`src/rtl/id_inst_queue_if.sv`:
```
// Valid/ready stream carrying one fetched instruction entry: {pc, inst, exception info}.
// The master drives valid and the payload. The slave returns ready.
interface id_inst_queue_if;
    logic        valid;
    logic        ready;
    logic [31:0] pc;
    logic [31:0] inst;
    logic        has_exception;
    logic [5:0]  ecode;
    logic [8:0]  esubcode;

    modport master (
        output valid, pc, inst, has_exception, ecode, esubcode,
        input  ready
    );

    modport slave (
        input  valid, pc, inst, has_exception, ecode, esubcode,
        output ready
    );
endinterface

```
`src/rtl/id_inst_queue.sv`:
```
// Fetch->decode instruction FIFO. An entry is visible to decode one cycle after push (no bypass).
// in_ready depends on occupancy only, never on out_ready. Any flush empties the queue on the next edge.
module id_inst_queue #(
    parameter int          DEPTH    = 4,
    parameter logic [31:0] NOP_INST = 32'h03400000
) (
    input  logic                     clk,
    input  logic                     resetn,
    id_inst_queue_if.slave           in_if,
    id_inst_queue_if.master          out_if,
    input  logic                     ex_flush,
    input  logic                     ertn_flush,
    input  logic                     br_flush,
    output logic [$clog2(DEPTH):0]   count
);
    localparam int             PW   = $clog2(DEPTH);
    localparam logic [PW:0]    FULL = (PW+1)'(DEPTH);

    typedef struct packed {
        logic [31:0] pc;
        logic [31:0] inst;
        logic        has_exc;
        logic [5:0]  ecode;
        logic [8:0]  esubcode;
    } entry_t;

    entry_t        mem_q [DEPTH];
    entry_t        mem_d [DEPTH];
    logic [PW-1:0] wr_ptr_q, wr_ptr_d;
    logic [PW-1:0] rd_ptr_q, rd_ptr_d;
    logic [PW:0]   count_q, count_d;

    logic   flush, push, pop;
    logic   in_ready, out_valid;
    entry_t wr_entry, head;

    assign flush     = ex_flush | ertn_flush | br_flush;
    assign in_ready  = (count_q != FULL);
    assign out_valid = (count_q != '0);
    assign push      = in_if.valid & in_ready & ~flush;
    assign pop       = out_valid & out_if.ready & ~flush;

    // Faulting fetches carry a harmless NOP so decode never acts on garbage SRAM data.
    assign wr_entry = '{
        pc:       in_if.pc,
        inst:     in_if.has_exception ? NOP_INST : in_if.inst,
        has_exc:  in_if.has_exception,
        ecode:    in_if.ecode,
        esubcode: in_if.esubcode
    };

    always_comb begin
        mem_d    = mem_q;
        wr_ptr_d = wr_ptr_q;
        rd_ptr_d = rd_ptr_q;
        count_d  = count_q;
        if (flush) begin
            wr_ptr_d = '0;
            rd_ptr_d = '0;
            count_d  = '0;
        end else begin
            if (push) begin
                mem_d[wr_ptr_q] = wr_entry;
                wr_ptr_d        = wr_ptr_q + 1'b1;
            end
            if (pop) begin
                rd_ptr_d = rd_ptr_q + 1'b1;
            end
            case ({push, pop})
                2'b10:   count_d = count_q + 1'b1;
                2'b01:   count_d = count_q - 1'b1;
                default: count_d = count_q;
            endcase
        end
    end

    always_ff @(posedge clk or negedge resetn) begin
        if (!resetn) begin
            for (int i = 0; i < DEPTH; i++) begin
                mem_q[i] <= '0;
            end
            wr_ptr_q <= '0;
            rd_ptr_q <= '0;
            count_q  <= '0;
        end else begin
            for (int i = 0; i < DEPTH; i++) begin
                mem_q[i] <= mem_d[i];
            end
            wr_ptr_q <= wr_ptr_d;
            rd_ptr_q <= rd_ptr_d;
            count_q  <= count_d;
        end
    end

    // Stale entries stay in storage after a pop or flush, so the head is masked when empty.
    assign head = out_valid ? mem_q[rd_ptr_q] : '0;

    assign in_if.ready          = in_ready;
    assign out_if.valid         = out_valid;
    assign out_if.pc            = head.pc;
    assign out_if.inst          = head.inst;
    assign out_if.has_exception = head.has_exc;
    assign out_if.ecode         = head.ecode;
    assign out_if.esubcode      = head.esubcode;
    assign count                = count_q;

endmodule
```
`src/flat_wrapper.sv`:
```
// flat-port wrapper written by rule: the top's interface ports become plain ports
module id_inst_queue_flat 
#(
    parameter int          DEPTH    = 4,
    parameter logic [31:0] NOP_INST = 32'h03400000
)
  (clk, resetn, ex_flush, ertn_flush, br_flush, count, in_if_valid, in_if_pc, in_if_inst, in_if_has_exception, in_if_ecode, in_if_esubcode, in_if_ready, out_if_valid, out_if_pc, out_if_inst, out_if_has_exception, out_if_ecode, out_if_esubcode, out_if_ready);
  id_inst_queue_if in_if_i ();
  id_inst_queue_if out_if_i ();
  input  logic clk;
  input  logic resetn;
  input  logic ex_flush;
  input  logic ertn_flush;
  input  logic br_flush;
  output logic [$clog2(DEPTH):0] count;
  input wire logic [$bits(in_if_i.valid)-1:0] in_if_valid;
  input wire logic [$bits(in_if_i.pc)-1:0] in_if_pc;
  input wire logic [$bits(in_if_i.inst)-1:0] in_if_inst;
  input wire logic [$bits(in_if_i.has_exception)-1:0] in_if_has_exception;
  input wire logic [$bits(in_if_i.ecode)-1:0] in_if_ecode;
  input wire logic [$bits(in_if_i.esubcode)-1:0] in_if_esubcode;
  output wire logic [$bits(in_if_i.ready)-1:0] in_if_ready;
  output wire logic [$bits(out_if_i.valid)-1:0] out_if_valid;
  output wire logic [$bits(out_if_i.pc)-1:0] out_if_pc;
  output wire logic [$bits(out_if_i.inst)-1:0] out_if_inst;
  output wire logic [$bits(out_if_i.has_exception)-1:0] out_if_has_exception;
  output wire logic [$bits(out_if_i.ecode)-1:0] out_if_ecode;
  output wire logic [$bits(out_if_i.esubcode)-1:0] out_if_esubcode;
  input wire logic [$bits(out_if_i.ready)-1:0] out_if_ready;
  assign in_if_i.valid = in_if_valid;
  assign in_if_i.pc = in_if_pc;
  assign in_if_i.inst = in_if_inst;
  assign in_if_i.has_exception = in_if_has_exception;
  assign in_if_i.ecode = in_if_ecode;
  assign in_if_i.esubcode = in_if_esubcode;
  assign in_if_ready = in_if_i.ready;
  assign out_if_valid = out_if_i.valid;
  assign out_if_pc = out_if_i.pc;
  assign out_if_inst = out_if_i.inst;
  assign out_if_has_exception = out_if_i.has_exception;
  assign out_if_ecode = out_if_i.ecode;
  assign out_if_esubcode = out_if_i.esubcode;
  assign out_if_i.ready = out_if_ready;
  id_inst_queue #(.DEPTH(DEPTH), .NOP_INST(NOP_INST)) u_core (.clk(clk), .resetn(resetn), .in_if(in_if_i), .out_if(out_if_i), .ex_flush(ex_flush), .ertn_flush(ertn_flush), .br_flush(br_flush), .count(count));
endmodule
```
`config.mk`:
```
export PLATFORM = sky130hd
export DESIGN_NAME = id_inst_queue_flat
export DESIGN_NICKNAME = d
export VERILOG_FILES = /design/src/rtl/id_inst_queue_if.sv /design/src/rtl/id_inst_queue.sv /design/src/flat_wrapper.sv
export SDC_FILE = /design/constraint.sdc
export NUM_CORES = 1
export LEC_CHECK = 0
export BUFFER_PORTS_ARGS = -buffer_cell sky130_fd_sc_hd__buf_4
export CORE_MARGIN = 5
export CORE_UTILIZATION = 30
export DETAILED_ROUTE_END_ITERATION = 8
export GPL_TIMING_DRIVEN = 1
export RECOVER_POWER = 50
export SETUP_SLACK_MARGIN = 0.15
export SLEW_MARGIN = 5
export SYNTH_ARGS = -nofsm -noshare
export SYNTH_HDL_FRONTEND = slang
export SYNTH_SLANG_ARGS = --single-unit
```
`constraint.sdc`:
```
create_clock -name clk -period 3.88 [get_ports clk]
set_input_delay 0 -clock clk [delete_from_list [all_inputs] [get_ports clk]]
set_output_delay 0 -clock clk [all_outputs]
set_load 0.05 [all_outputs]
```
======== Word-level counts from Yosys, hierarchy flattened ========
Cells that the tools add are included.
cells by class
  equality and inequality tests ........... 3
  add/subtract/negate cells ............... 4
  muxes and demuxes ....................... 14
  magnitude comparators ................... 3
  bitwise gates (word level) .............. 9
  reduce and logical (&&, ||, !) cells .... 6
operators by type and width
  kind                                                                   count
  320-bit bitwise mux                                                    1
  80-bit 2-to-1 mux                                                      4
  80-bit binary-select mux with 2-bit select                             1
  80-bit demux with 2-bit select                                         1
  32-bit 2-to-1 mux                                                      1
  2-bit 2-to-1 mux                                                       4
  3-bit >= comparator, second input constant                             2
  2-bit NOT with 3-bit output                                            2
  3-bit one-hot mux with 2 select lines                                  1
  3-bit nonzero test                                                     2
  2-bit by 1-bit adder with 2-bit output, second input constant          2
  1-bit AND                                                              4
  2-bit nonzero test                                                     2
  3-bit by 1-bit adder with 3-bit output, second input constant          1
  3-bit by 1-bit < comparator with 1-bit output, second input constant   1
  3-bit 2-to-1 mux                                                       1
  3-bit inequality test, second input constant                           1
  3-bit by 1-bit subtractor with 3-bit output, second input constant     1
  2-bit by 1-bit equality test with 1-bit output, second input constant  1
  2-bit equality test, second input constant                             1
  1-bit OR                                                               2
  2-bit AND reduction                                                    1
  1-bit logical AND                                                      1
  1-bit NOT                                                              1
storage, ports and cells
  bits of input ports ..................... 87
  register bits ........................... 327

======== Longest topological paths before layout ========
Gate-level depths: netlist of the first run.
  word-level depth ........................ 7
  mapped depth ............................ 8

======== Worst setup path after synthesis of the first run ========
Ideal clock, no wire load.
  path type ............................... register -> register
  start point ............................. reg u_core.count_q[0], in the netlist u_core.count[0]
  end point ............................... reg u_core.count_q[2], in the netlist u_core.count[2]
  period minus slack after synthesis ...... 2650 ps
  data arrival time ....................... 2572 ps
  path slack .............................. 1230 ps
  data required time ...................... 3802 ps
  cell stages (with the launch flop) ...... 9
  path through ............................ dfrtp_1 > nor3b_1 > inv_2 > nand3_1 > ha_1 > fa_1 > xnor2_1 > or3_2 > a21oi_1
between the ends
  word-level cells in the longest chain between the ends .. 6
  elaborated cells on any way between the ends .. 13
ends and longest elaborated chain
  element                                                                                       line                 RTL
  start: declaration                                                                            id_inst_queue.sv:31  logic [PW:0] count_q, count_d;
  start signal: assignment                                                                      id_inst_queue.sv:91  count_q <= count_d;
  3-bit inequality test *                                                                       id_inst_queue.sv:38  assign in_ready = (count_q != FULL);
  net in_if_ready                                                                               flat_wrapper.sv:22   output wire logic [$bits(in_if_i.ready)-1:0] in_if_ready;
  1-bit AND * (2 in series)                                                                     id_inst_queue.sv:40  assign push = in_if.valid & in_ready & ~flush;
  2-bit by 1-bit equality test with 1-bit output / 2-bit equality test (equally long branches)  id_inst_queue.sv:69  case ({push, pop})
  3-bit one-hot mux with 2 select lines                                                         id_inst_queue.sv:69
  3-bit 2-to-1 mux                                                                              id_inst_queue.sv:57  if (flush) begin
Mark *: on every way through the listed nets, which the timed path passes. The rest lies on a longest branch.
A chain may end at the register's enable or synchronous reset.

======== Final worst setup path of the first run ========
  start point ............................. reg u_core.rd_ptr_q[0]
  end point ............................... out out_if_inst[3]
between the ends
  word-level cells in the longest chain between the ends .. 5
ends and longest elaborated chain
  element                                                line                 RTL
  start: declaration                                     id_inst_queue.sv:30  logic [PW-1:0] rd_ptr_q, rd_ptr_d;
  start signal: assignment                               id_inst_queue.sv:90  rd_ptr_q <= rd_ptr_d;
  2-bit NOT with 3-bit output (not written as such)      id_inst_queue.sv:96  assign head = out_valid ? mem_q[rd_ptr_q] : '0;
  80-bit binary-select mux with 2-bit select             id_inst_queue.sv:96
  80-bit 2-to-1 mux (not written as such) (2 in series)  id_inst_queue.sv:96
  80-bit 2-to-1 mux                                      id_inst_queue.sv:96
  end: declaration                                       flat_wrapper.sv:25   output wire logic [$bits(out_if_i.inst)-1:0] out_if_inst;
No other way between the ends. The select of a mux whose other input is x is not followed.

==> impl_metrics.env, run 1 <==
export IMPL_unrepaired_setup_endpoints_after_global_routing="false"
export IMPL_dpl_worst_slack_ns=1.32
export IMPL_worst_hold_startpoint="in_if_inst[5]"
export IMPL_design_die_area_sq_mm=0.0549
export IMPL_post_synth_num_cell_types=28
export IMPL_syn_nets=1036
export IMPL_ys_seq_area_share_pct=54.2
export IMPL_postLayoutSetupSlackWorst_ns=0.773
export IMPL_grt_util_all_layers_pct=13.1
export IMPL_crit_reg2reg_launch="u_core.count[2]"
export IMPL_net_switching_power_mw=1.86
export IMPL_setup_violations_final=0
export IMPL_synth_seq_cells=327
export IMPL_crit_path_max_fanout=36
export IMPL_final_period_utilization_pct=80.1
export IMPL_yosys_most_used_dff="sky130_fd_sc_hd__dfrtp_1"
export IMPL_core_region_area_sq_mm=0.0500
export IMPL_violations_in_the_final_reports="max-capacitance violations, max-slew violations"
export IMPL_cellInternalPower_mw=6.27
export IMPL_firstDrtPassIters=6
export IMPL_nNetsFinal=1282
export IMPL_post_route_drc_count=0
export IMPL_p_seq_share_pct=46.2
export IMPL_cts_root_to_sink_buffers=3
export IMPL_worst_r2r_cell_count=5
export IMPL_wl_met1_microns=14900
export IMPL_final_max_slew_viol_count=29
export IMPL_wl_microns=35500
export IMPL_grt_overflow_total=0
export IMPL_netlist_area_sq_mm=0.0151
export IMPL_mostFrequentLayoutCell="sky130_fd_sc_hd__dfrtp_1"
export IMPL_hold_path_cell_count=3
export IMPL_cts_tree="yes"
export IMPL_vias_in_the_first_global_route=9916
export IMPL_hold_viol=0
export IMPL_nFillCells=4752
export IMPL_rows=82
export IMPL_worst_ep_arrival_time_ns=3.11
export IMPL_drtAntennaViolNets=0
export IMPL_detail_route_vias_per_cell=4.66
export IMPL_cp_launch_type="register"
export IMPL_criticalPathCategory="register to primary output"
export IMPL_yosys_warnings=0
export IMPL_setup_reg_to_reg_worst_slack_ns=0.78
export IMPL_cap_violations=1
export IMPL_swShare_pct=22.8
export IMPL_clock_insertion_delay_at_the_later_pin_of_the_skew_report_ns=0.55
export IMPL_crit_required_ns=3.88
export IMPL_powerDensity_mw_per_mm2=426
export IMPL_drive_gt1_share_pct=54.1
export IMPL_met2_wirelength_microns=18100
export IMPL_grt_antenna_before_repair=1
export IMPL_timing_critical_path_to_type="primary output"
export IMPL_wire_length_of_the_first_global_routing_pass_microns=56300
export IMPL_clock_fmax_ghz=0.322
export IMPL_io_pins=172
export IMPL_number_of_clock_sinks=327
export IMPL_synthesis_instances=943
export IMPL_fin_area_sq_mm=0.0191
export IMPL_die_h_microns=234
export IMPL_synth_async_reset_ratio_pct=100
export IMPL_critical_path_reg2reg_endpoint="u_core.mem_q[278]"
export IMPL_root_buffer="sky130_fd_sc_hd__clkbuf_16"
export IMPL_cts_htree_levels=2
export IMPL_proportion_of_power_drawn_by_the_clock_network_pct=44.5
export IMPL_min_period_ns=3.11
export IMPL_outcome="finished, violations left"
export IMPL_multi_input_area_sq_mm=0.00643
export IMPL_slew_headroom_pct=-0.601
export IMPL_timing_worst_slew_pin_value_ns=1.51
export IMPL_sequential_cell_area_sq_mm=0.00819
export IMPL_worst_clock_skew_ns=0.0139
export IMPL_postSynthAreaPerCell_sq_um=16.0
export IMPL_gpl_final_weighted_congestion=0.685
export IMPL_power_share_combinational_pct=9.3
export IMPL_power_leakage_nw=9.00
export IMPL_setup_tns_final_ns=0
export IMPL_via_count=8835
export IMPL_area_growth_pct=26.3
export IMPL_tritoncts_num_buffers=39
export IMPL_whs_endpoint="u_core.mem_q[261]"
export IMPL_worstHoldPathType="primary input to register"
export IMPL_cts_resized=0
export IMPL_peakVddDrop_mv=0.265
export IMPL_cts_clk_slew_worst_paths_ns=0.06
export IMPL_layout_common_cells="sky130_fd_sc_hd__dfrtp_1 (325), sky130_fd_sc_hd__mux2_2 (320), sky130_fd_sc_hd__buf_4 (172)"
export IMPL_start_util_pct=30.2
export IMPL_wl_met3_microns=1320
export IMPL_top_layer="met4"
export IMPL_dr_first_iter_drc_count=242
export IMPL_placed_cell_area_sq_mm=0.0170
export IMPL_synth_enable_flop_cells=0
export IMPL_grt_max_degree=118
export IMPL_placement_io_buffers=171
export IMPL_routedWlPerCell_microns=18.8
export IMPL_die_width_microns=234
export IMPL_post_dp_hpwl_microns=21200
## registers in the layout, indices dropped and copies added (netlist names)
signal / flops
u_core.rd_ptr_q: 2
u_core.mem_q: 320
u_core.count: 3
u_core.wr_ptr_q: 2
## through the flow
step / power (mW) / hold slack [ns] / std cells / utilization [%]
global placement: 4.49 / 0.162 / 1738 / 34.0
finish: 8.13 / 0.0240 / 1894 / 38.2
CTS: 8.28 / 0.00581 / 1891 / 38.2
global route: 8.49 / 0.0199 / 1893 / 38.2
detailed placement: 4.52 / 0.167 / 1738 / 34.0
floorplan: 4.22 / -0.296 / 943 / -
## repair_timing
| item | CTS | global route |
|---|---|---|
| endpoints found under the hold margin | 422 | 0 |
| hold buffers | 82 | 0 |
| endpoints found under the setup margin | 0 | 0 |
| setup buffers | 0 | 0 |
## worst max path at each step
| stage | from | end | slack, ns | cells after the start |
|---|---|---|---|---|
| floorplan | u_core.count[0] | u_core.count[2] | 1.23 | 8 |
| global placement | u_core.count[0] | u_core.mem_q[205] | 1.31 | 5 |
| detailed placement | u_core.count[0] | u_core.mem_q[171] | 1.32 | 5 |
| CTS | u_core.count[0] | out_if_pc[1] | 0.89 | 4 |
| global route | u_core.rd_ptr_q[0] | out_if_inst[1] | 0.45 | 4 |
| finish | u_core.rd_ptr_q[0] | out_if_inst[3] | 0.77 | 4 |
## final cells by class
class / count / area share, %
well taps: 672 / 4.41
clock inverters: 21 / 1.05
multi-input cells: 548 / 33.7
clock buffers: 50 / 5.60
diodes: 3 / 0.0394
inverters: 4 / 0.0787
flip-flops and latches: 327 / 43.0
repair buffers: 269 / 12.1
## routing by layer
| metal | vias up | global-route usage, % |
|---|---|---|
| met1 | 4679 | 16.1 |
| met2 | 151 | 22.8 |
| li1 | 3939 | - |
| met3 | 66 | 2.30 |
| met4 | 0 | 5.44 |
| met5 | - | 0 |
## power by group through the flow
stage,combinational (mW),clock [mW],sequential (mW)
floorplan,0.451,0,3.77
global placement,0.686,0,3.80
detailed placement,0.704,0,3.81
CTS,0.773,3.75,3.75
global route,0.830,3.88,3.78
finish,0.754,3.62,3.75
## cells by family (layout without fill, tap and decap cells)
family | after synthesis | count (layout) | share of synthesized area, %
mux | 401 | 401 | 35.9
compound gates | 8 | 8 | 0.307
buf+inv | 68 | 344 | 3.36
xor+xnor | 4 | 4 | 0.232
fa+ha+maj | 6 | 6 | 0.547
simple gates | 129 | 129 | 5.49
other cells | 0 | 3 | 0
flops | 327 | 327 | 54.2
## cell usage after synthesis, types with 2 or more instances
| master | number | area [sq um] |
|---|---|---|
| sky130_fd_sc_hd__a21oi_1 | 3 | 15.0 |
| sky130_fd_sc_hd__and2_1 | 80 | 500 |
| sky130_fd_sc_hd__buf_2 | 10 | 50.1 |
| sky130_fd_sc_hd__buf_6 | 32 | 360 |
| sky130_fd_sc_hd__clkbuf_1 | 21 | 78.8 |
| sky130_fd_sc_hd__dfrtp_1 | 327 | 8180 |
| sky130_fd_sc_hd__ha_1 | 5 | 62.6 |
| sky130_fd_sc_hd__inv_1 | 3 | 11.3 |
| sky130_fd_sc_hd__mux2_2 | 320 | 3600 |
| sky130_fd_sc_hd__mux4_2 | 80 | 1800 |
| sky130_fd_sc_hd__nand3_1 | 3 | 15.0 |
| sky130_fd_sc_hd__nand4_2 | 4 | 50.1 |
| sky130_fd_sc_hd__nor2_1 | 5 | 18.8 |
| sky130_fd_sc_hd__nor2b_1 | 29 | 181 |
| sky130_fd_sc_hd__o21ai_0 | 3 | 15.0 |
| sky130_fd_sc_hd__or2_2 | 3 | 18.8 |
| sky130_fd_sc_hd__or3_2 | 2 | 15.0 |
| sky130_fd_sc_hd__xor2_1 | 3 | 26.3 |
## worst max-delay path, cell delays in order, from the launching register on
cell                       delay [ns]
sky130_fd_sc_hd__dfrtp_4         0.42
sky130_fd_sc_hd__clkbuf_2        1.07
sky130_fd_sc_hd__mux4_2          0.62
sky130_fd_sc_hd__and2_1          0.21
sky130_fd_sc_hd__buf_4           0.20
Power figures use the tool's default switching activity.
==> run 2, diff against run 1 <==
==> constraint.sdc (replaced) <==
create_clock -name clk -period 2.85 [get_ports clk]
set_input_delay 0 -clock clk [delete_from_list [all_inputs] [get_ports clk]]
set_output_delay 0 -clock clk [all_outputs]
set_load 0.05 [all_outputs]
==> impl_metrics.env, run 2 (synthesis gave the netlist of run 1 again) <==
export IMPL_power_mw=10.8
export IMPL_diodes_inserted=0
export IMPL_hold_viol=0
export IMPL_timing_critical_path_to_type="register"
export IMPL_rows=82
export IMPL_via_count=8939
export IMPL_setup_tns_final_ns=0
export IMPL_core_region_area_sq_mm=0.0500
export IMPL_post_dp_hpwl_microns=21000
export IMPL_regMostFlops="u_core.mem_q"
export IMPL_peakVddDrop_mv=0.316
export IMPL_number_of_clock_sinks=327
export IMPL_final_max_slew_viol_count=108
export IMPL_cp_launch_type="register"
export IMPL_cts_tree="yes"
export IMPL_worst_ep_arrival_time_ns=2.94
export IMPL_gpl_final_weighted_congestion=0.750
export IMPL_grt_overflow_total=0
export IMPL_layout_common_cells="sky130_fd_sc_hd__dfrtp_1 (325), sky130_fd_sc_hd__mux2_2 (320), sky130_fd_sc_hd__buf_4 (172)"
export IMPL_cts_clk_slew_worst_paths_ns=0.05
export IMPL_drtAntennaViolNets=0
export IMPL_violations_in_the_final_reports="max-capacitance violations, max-slew violations"
export IMPL_wl_microns=35500
export IMPL_grt_util_all_layers_pct=13.0
export IMPL_cts_root_to_sink_buffers=3
export IMPL_crit_path_max_fanout=43
export IMPL_worstHoldPathType="primary input to register"
export IMPL_final_period_utilization_pct=88.8
export IMPL_area_growth_pct=26.7
export IMPL_criticalPathCategory="register to register"
export IMPL_vias_in_the_first_global_route=10000
export IMPL_power_leakage_nw=9.03
export IMPL_dr_first_iter_drc_count=309
export IMPL_wire_length_of_the_first_global_routing_pass_microns=56400
export IMPL_tritoncts_num_buffers=39
export IMPL_post_route_drc_count=0
export IMPL_clock_fmax_ghz=0.395
export IMPL_die_h_microns=234
export IMPL_design_die_area_sq_mm=0.0549
export IMPL_setup_violations_final=0
export IMPL_fin_area_sq_mm=0.0191
export IMPL_drive_gt1_share_pct=53.0
export IMPL_min_period_ns=2.53
export IMPL_placement_io_buffers=171
export IMPL_crit_required_ns=3.26
export IMPL_cap_violations=1
export IMPL_die_width_microns=234
export IMPL_mostFrequentLayoutCell="sky130_fd_sc_hd__dfrtp_1"
export IMPL_worst_clock_skew_ns=0.0166
export IMPL_final_hold_worst_slack_ns=0.0450
export IMPL_detail_route_vias_per_cell=4.69
export IMPL_clock_insertion_delay_at_the_later_pin_of_the_skew_report_ns=0.54
export IMPL_nNetsFinal=1300
export IMPL_powerDensity_mw_per_mm2=564
export IMPL_io_pins=172
export IMPL_outcome="finished, violations left"
export IMPL_placed_cell_area_sq_mm=0.0172
export IMPL_grt_antenna_before_repair=0
export IMPL_firstDrtPassIters=6
export IMPL_start_util_pct=30.2
export IMPL_grt_max_degree=108
export IMPL_largest_reg_flops=320
export IMPL_unrepaired_setup_endpoints_after_global_routing="false"
export IMPL_timing_worst_slew_pin_value_ns=1.56
export IMPL_root_buffer="sky130_fd_sc_hd__clkbuf_16"
export IMPL_cts_htree_levels=2
export IMPL_routedWlPerCell_microns=18.6
export IMPL_slew_headroom_pct=-3.79
## run 2: worst max-delay path: stages, from the launching register on
cell	delay [ns]
sky130_fd_sc_hd__dfrtp_1	0.46
sky130_fd_sc_hd__nor3b_1	0.37
sky130_fd_sc_hd__inv_1	0.26
sky130_fd_sc_hd__nand4_1	0.18
sky130_fd_sc_hd__clkbuf_4	0.66
sky130_fd_sc_hd__mux2_2	0.42
## run 2: power by group
group	switching [mW]	total, mW	internal [mW]
clock network	1.88	4.67	2.78
logic	0.373	1.01	0.638
registers	0.151	5.11	4.96
total	2.41	10.8	8.39
## run 2: metal layers
metal	track usage, %	up-vias	part of all wire [%]
li1	-	3977	-
met1	16.6	4767	43
met2	22.6	146	51
met3	2.75	49	4.1
met4	3.52	0	2.1
met5	0	-	0
## run 2: through the flow
stage                     instances  util, %  worst slack (ns)
after detailed placement       1753     34.5             0.490
after floorplan                 943        -             0.200
final                          1905     38.3             0.318
after CTS                      1904     38.5             0.194
after global placement         1753     34.5             0.517
after global routing           1905     38.3             0.189
## run 2: final cells by class
cell class / instances / area (sq um)
Multi-Input combinational cell: 548 / 6410
Fill cell: 4707 / 30800
Clock inverter: 6 / 33.8
Inverter: 4 / 15.0
Tap cell: 672 / 841
Clock buffer: 61 / 1160
Timing Repair Buffer: 287 / 2480
Sequential cell: 327 / 8190
## run 2: path summary, 6_finish.rpt
check | cells after the start | slack (ns) | endpoint | startpoint
max | 5 | 0.32 | u_core.mem_q[289] | u_core.count[0]
min | 3 | 0.04 | u_core.mem_q[110] | in_if_inst[14]
max reg2reg | 5 | 0.32 | u_core.mem_q[289] | u_core.count[0]
min reg2reg | 1 | 0.50 | u_core.mem_q[148] | u_core.mem_q[148]
max in group asynchronous | 3 | 0.72 | u_core.mem_q[238] | resetn
min in group asynchronous | 2 | 0.41 | u_core.mem_q[161] | resetn
## run 2: what timing repair did
| action | in CTS | in global routing |
|---|---|---|
| endpoints found under the setup margin | 0 | 6 |
| resized for setup | 0 | 1 |
| endpoints found under the hold margin | 410 | 0 |
| hold buffers | 84 | 0 |
| setup buffers | 0 | 1 |
==> run 3, diff against run 2 <==
--- a/config.mk
+++ b/config.mk
@@ -6,7 +6,7 @@
 export NUM_CORES = 1
 export LEC_CHECK = 0
 export BUFFER_PORTS_ARGS = -buffer_cell sky130_fd_sc_hd__buf_4
-export CORE_MARGIN = 5
+export CORE_MARGIN = 2
 export CORE_UTILIZATION = 30
 export DETAILED_ROUTE_END_ITERATION = 8
 export GPL_TIMING_DRIVEN = 1
==> impl_metrics.env, run 3 (synthesis gave the netlist of run 1 again) <==
export IMPL_drtAntennaViolNets=0
export IMPL_nFillCells=4793
export IMPL_vias_in_the_first_global_route=9820
export IMPL_cap_violations=0
export IMPL_power_mw=11.1
export IMPL_core_region_area_sq_mm=0.0500
export IMPL_number_of_clock_sinks=327
export IMPL_postCtsHoldBufs=81
export IMPL_cts_clk_slew_worst_paths_ns=0.06
export IMPL_start_util_pct=30.2
export IMPL_worst_ep_arrival_time_ns=2.54
export IMPL_crit_chain="or3_2 -> buf_4 -> and2_1 -> buf_4"
export IMPL_dr_first_iter_drc_count=319
export IMPL_grt_util_all_layers_pct=14.0
export IMPL_via_count=8811
export IMPL_wl_microns=35500
export IMPL_worst_r2r_cell_count=5
export IMPL_tritoncts_num_buffers=39
export IMPL_drive_gt1_share_pct=53.8
export IMPL_peakVddDrop_mv=0.318
export IMPL_grt_overflow_total=0
export IMPL_cts_htree_levels=2
export IMPL_power_leakage_nw=9.01
export IMPL_final_period_utilization_pct=89.1
export IMPL_setup_reg_to_reg_worst_slack_ns=0.36
export IMPL_min_period_ns=2.54
export IMPL_io_pins=172
export IMPL_hold_path_cell_count=3
export IMPL_die_width_microns=228
export IMPL_clock_insertion_delay_at_the_later_pin_of_the_skew_report_ns=0.55
export IMPL_timing_worst_slew_pin_value_ns=1.47
export IMPL_timing_critical_path_to_type="primary output"
export IMPL_clock_fmax_ghz=0.394
export IMPL_wl_met1_microns=15500
export IMPL_unrepaired_setup_endpoints_after_global_routing="false"
export IMPL_final_util_pct=38.2
export IMPL_critical_path_most_common_cell="sky130_fd_sc_hd__buf_4"
export IMPL_crit_required_ns=2.85
export IMPL_met2_wirelength_microns=17800
export IMPL_setup_violations_final=0
export IMPL_grt_max_degree=101
export IMPL_fin_area_sq_mm=0.0191
export IMPL_nNetsFinal=1287
export IMPL_hold_viol=0
export IMPL_slew_headroom_pct=2.24
export IMPL_design_die_area_sq_mm=0.0521
export IMPL_firstDrtPassIters=4
export IMPL_cp_launch_type="register"
export IMPL_cp_slowest_cell="sky130_fd_sc_hd__or3_2"
export IMPL_criticalPathCategory="register to primary output"
export IMPL_outcome="finished, final reports clean"
export IMPL_regMostFlops="u_core.mem_q"
export IMPL_crit_path_max_fanout=81
export IMPL_mostFrequentLayoutCell="sky130_fd_sc_hd__dfrtp_1"
export IMPL_cp_slowest_stage_delay_ns=0.51
export IMPL_worst_hold_startpoint="in_if_inst[31]"
export IMPL_routedWlPerCell_microns=18.7
export IMPL_critical_path_reg2reg_endpoint="u_core.mem_q[43]"
export IMPL_cts_tree="yes"
export IMPL_detail_route_vias_per_cell=4.65
export IMPL_area_growth_pct=26.5
export IMPL_die_h_microns=228
export IMPL_gpl_final_weighted_congestion=0.709
export IMPL_cts_setup_buffers=0
export IMPL_post_route_drc_count=0
export IMPL_top_layer="met4"
export IMPL_layout_common_cells="sky130_fd_sc_hd__dfrtp_1 (325), sky130_fd_sc_hd__mux2_2 (320), sky130_fd_sc_hd__buf_4 (168)"
export IMPL_worstHoldPathType="primary input to register"
export IMPL_post_dp_hpwl_microns=20200
export IMPL_root_buffer="sky130_fd_sc_hd__clkbuf_16"
export IMPL_final_max_slew_viol_count=0
export IMPL_worst_clock_skew_ns=0.0183
export IMPL_cts_resized=0
export IMPL_wl_met3_microns=1590
export IMPL_grt_antenna_before_repair=1
export IMPL_crit_reg2reg_launch="u_core.count[0]"
export IMPL_rows=82
export IMPL_cts_root_to_sink_buffers=3
export IMPL_whs_endpoint="u_core.mem_q[207]"
export IMPL_powerDensity_mw_per_mm2=582
export IMPL_wire_length_of_the_first_global_routing_pass_microns=56900
export IMPL_placed_cell_area_sq_mm=0.0171
export IMPL_setup_tns_final_ns=0
export IMPL_largest_reg_flops=320
export IMPL_placement_io_buffers=171
[run 3: cell types whose count changed in the layout (fill, tap and decap cells not counted), moves of 2 or more]
| cell | previous run | this run |
|---|---|---|
| sky130_fd_sc_hd__buf_12 | 11 | 9 |
| sky130_fd_sc_hd__buf_4 | 172 | 168 |
| sky130_fd_sc_hd__bufinv_16 | 0 | 2 |
| sky130_fd_sc_hd__clkbuf_1 | 26 | 15 |
| sky130_fd_sc_hd__clkbuf_8 | 6 | 9 |
| sky130_fd_sc_hd__clkinv_2 | 5 | 10 |
| sky130_fd_sc_hd__dlygate4sd3_1 | 84 | 81 |
[run 3: final cells by class]
class                   instances  area, sq um  share of cell area (%)
diodes                          1         2.50                  0.0131
clock buffers                  55         1170                    6.12
clock inverters                14          126                   0.662
inverters                       4         15.0                  0.0786
multi-input cells             548         6420                    33.6
flip-flops and latches        327         8190                    42.9
well taps                     672          841                    4.40
repair buffers                274         2330                    12.2
[run 3: how the worst max path moves through the flow]
stage,cells after the start,slack (ns),endpoint,from
after floorplan,8,0.20,u_core.count[2],u_core.count[0]
after global placement,7,0.50,u_core.count[2],u_core.count[0]
after detailed placement,8,0.48,u_core.count[2],u_core.count[0]
after CTS,4,0.18,out_if_inst[31],u_core.count[0]
after global routing,5,0.12,u_core.mem_q[41],u_core.count[0]
final,4,0.31,out_if_has_exception,u_core.count[0]
[run 3: metal layers]
metal	up-vias	GRT usage (%)
li1	3952	-
met1	4670	17.8
met2	143	24.0
met3	46	3.28
met4	0	3.55
met5	-	0
[run 3: power breakdown]
part / leakage, nW / switching, mW / internal [mW] / total [mW]
Clock: 0.648 / 1.96 / 3.03 / 4.99
Sequential: 4.41 / 0.148 / 4.96 / 5.11
Combinational: 3.95 / 0.372 / 0.635 / 1.01
[run 3: critical path: cells and delay by family (launching register included)]
kind	cells	cell delay, ns
simple gates	2	0.83
flops	1	0.47
buf+inv	2	0.64
[run 3: through the flow]
step                      worst slack, ns  cells  hold WS (ns)
after floorplan                     0.200    943        -0.296
after global placement              0.503   1744         0.118
after detailed placement            0.477   1744         0.136
after CTS                           0.181   1894       0.00405
after global routing                0.125   1895        0.0270
final                               0.311   1895        0.0327
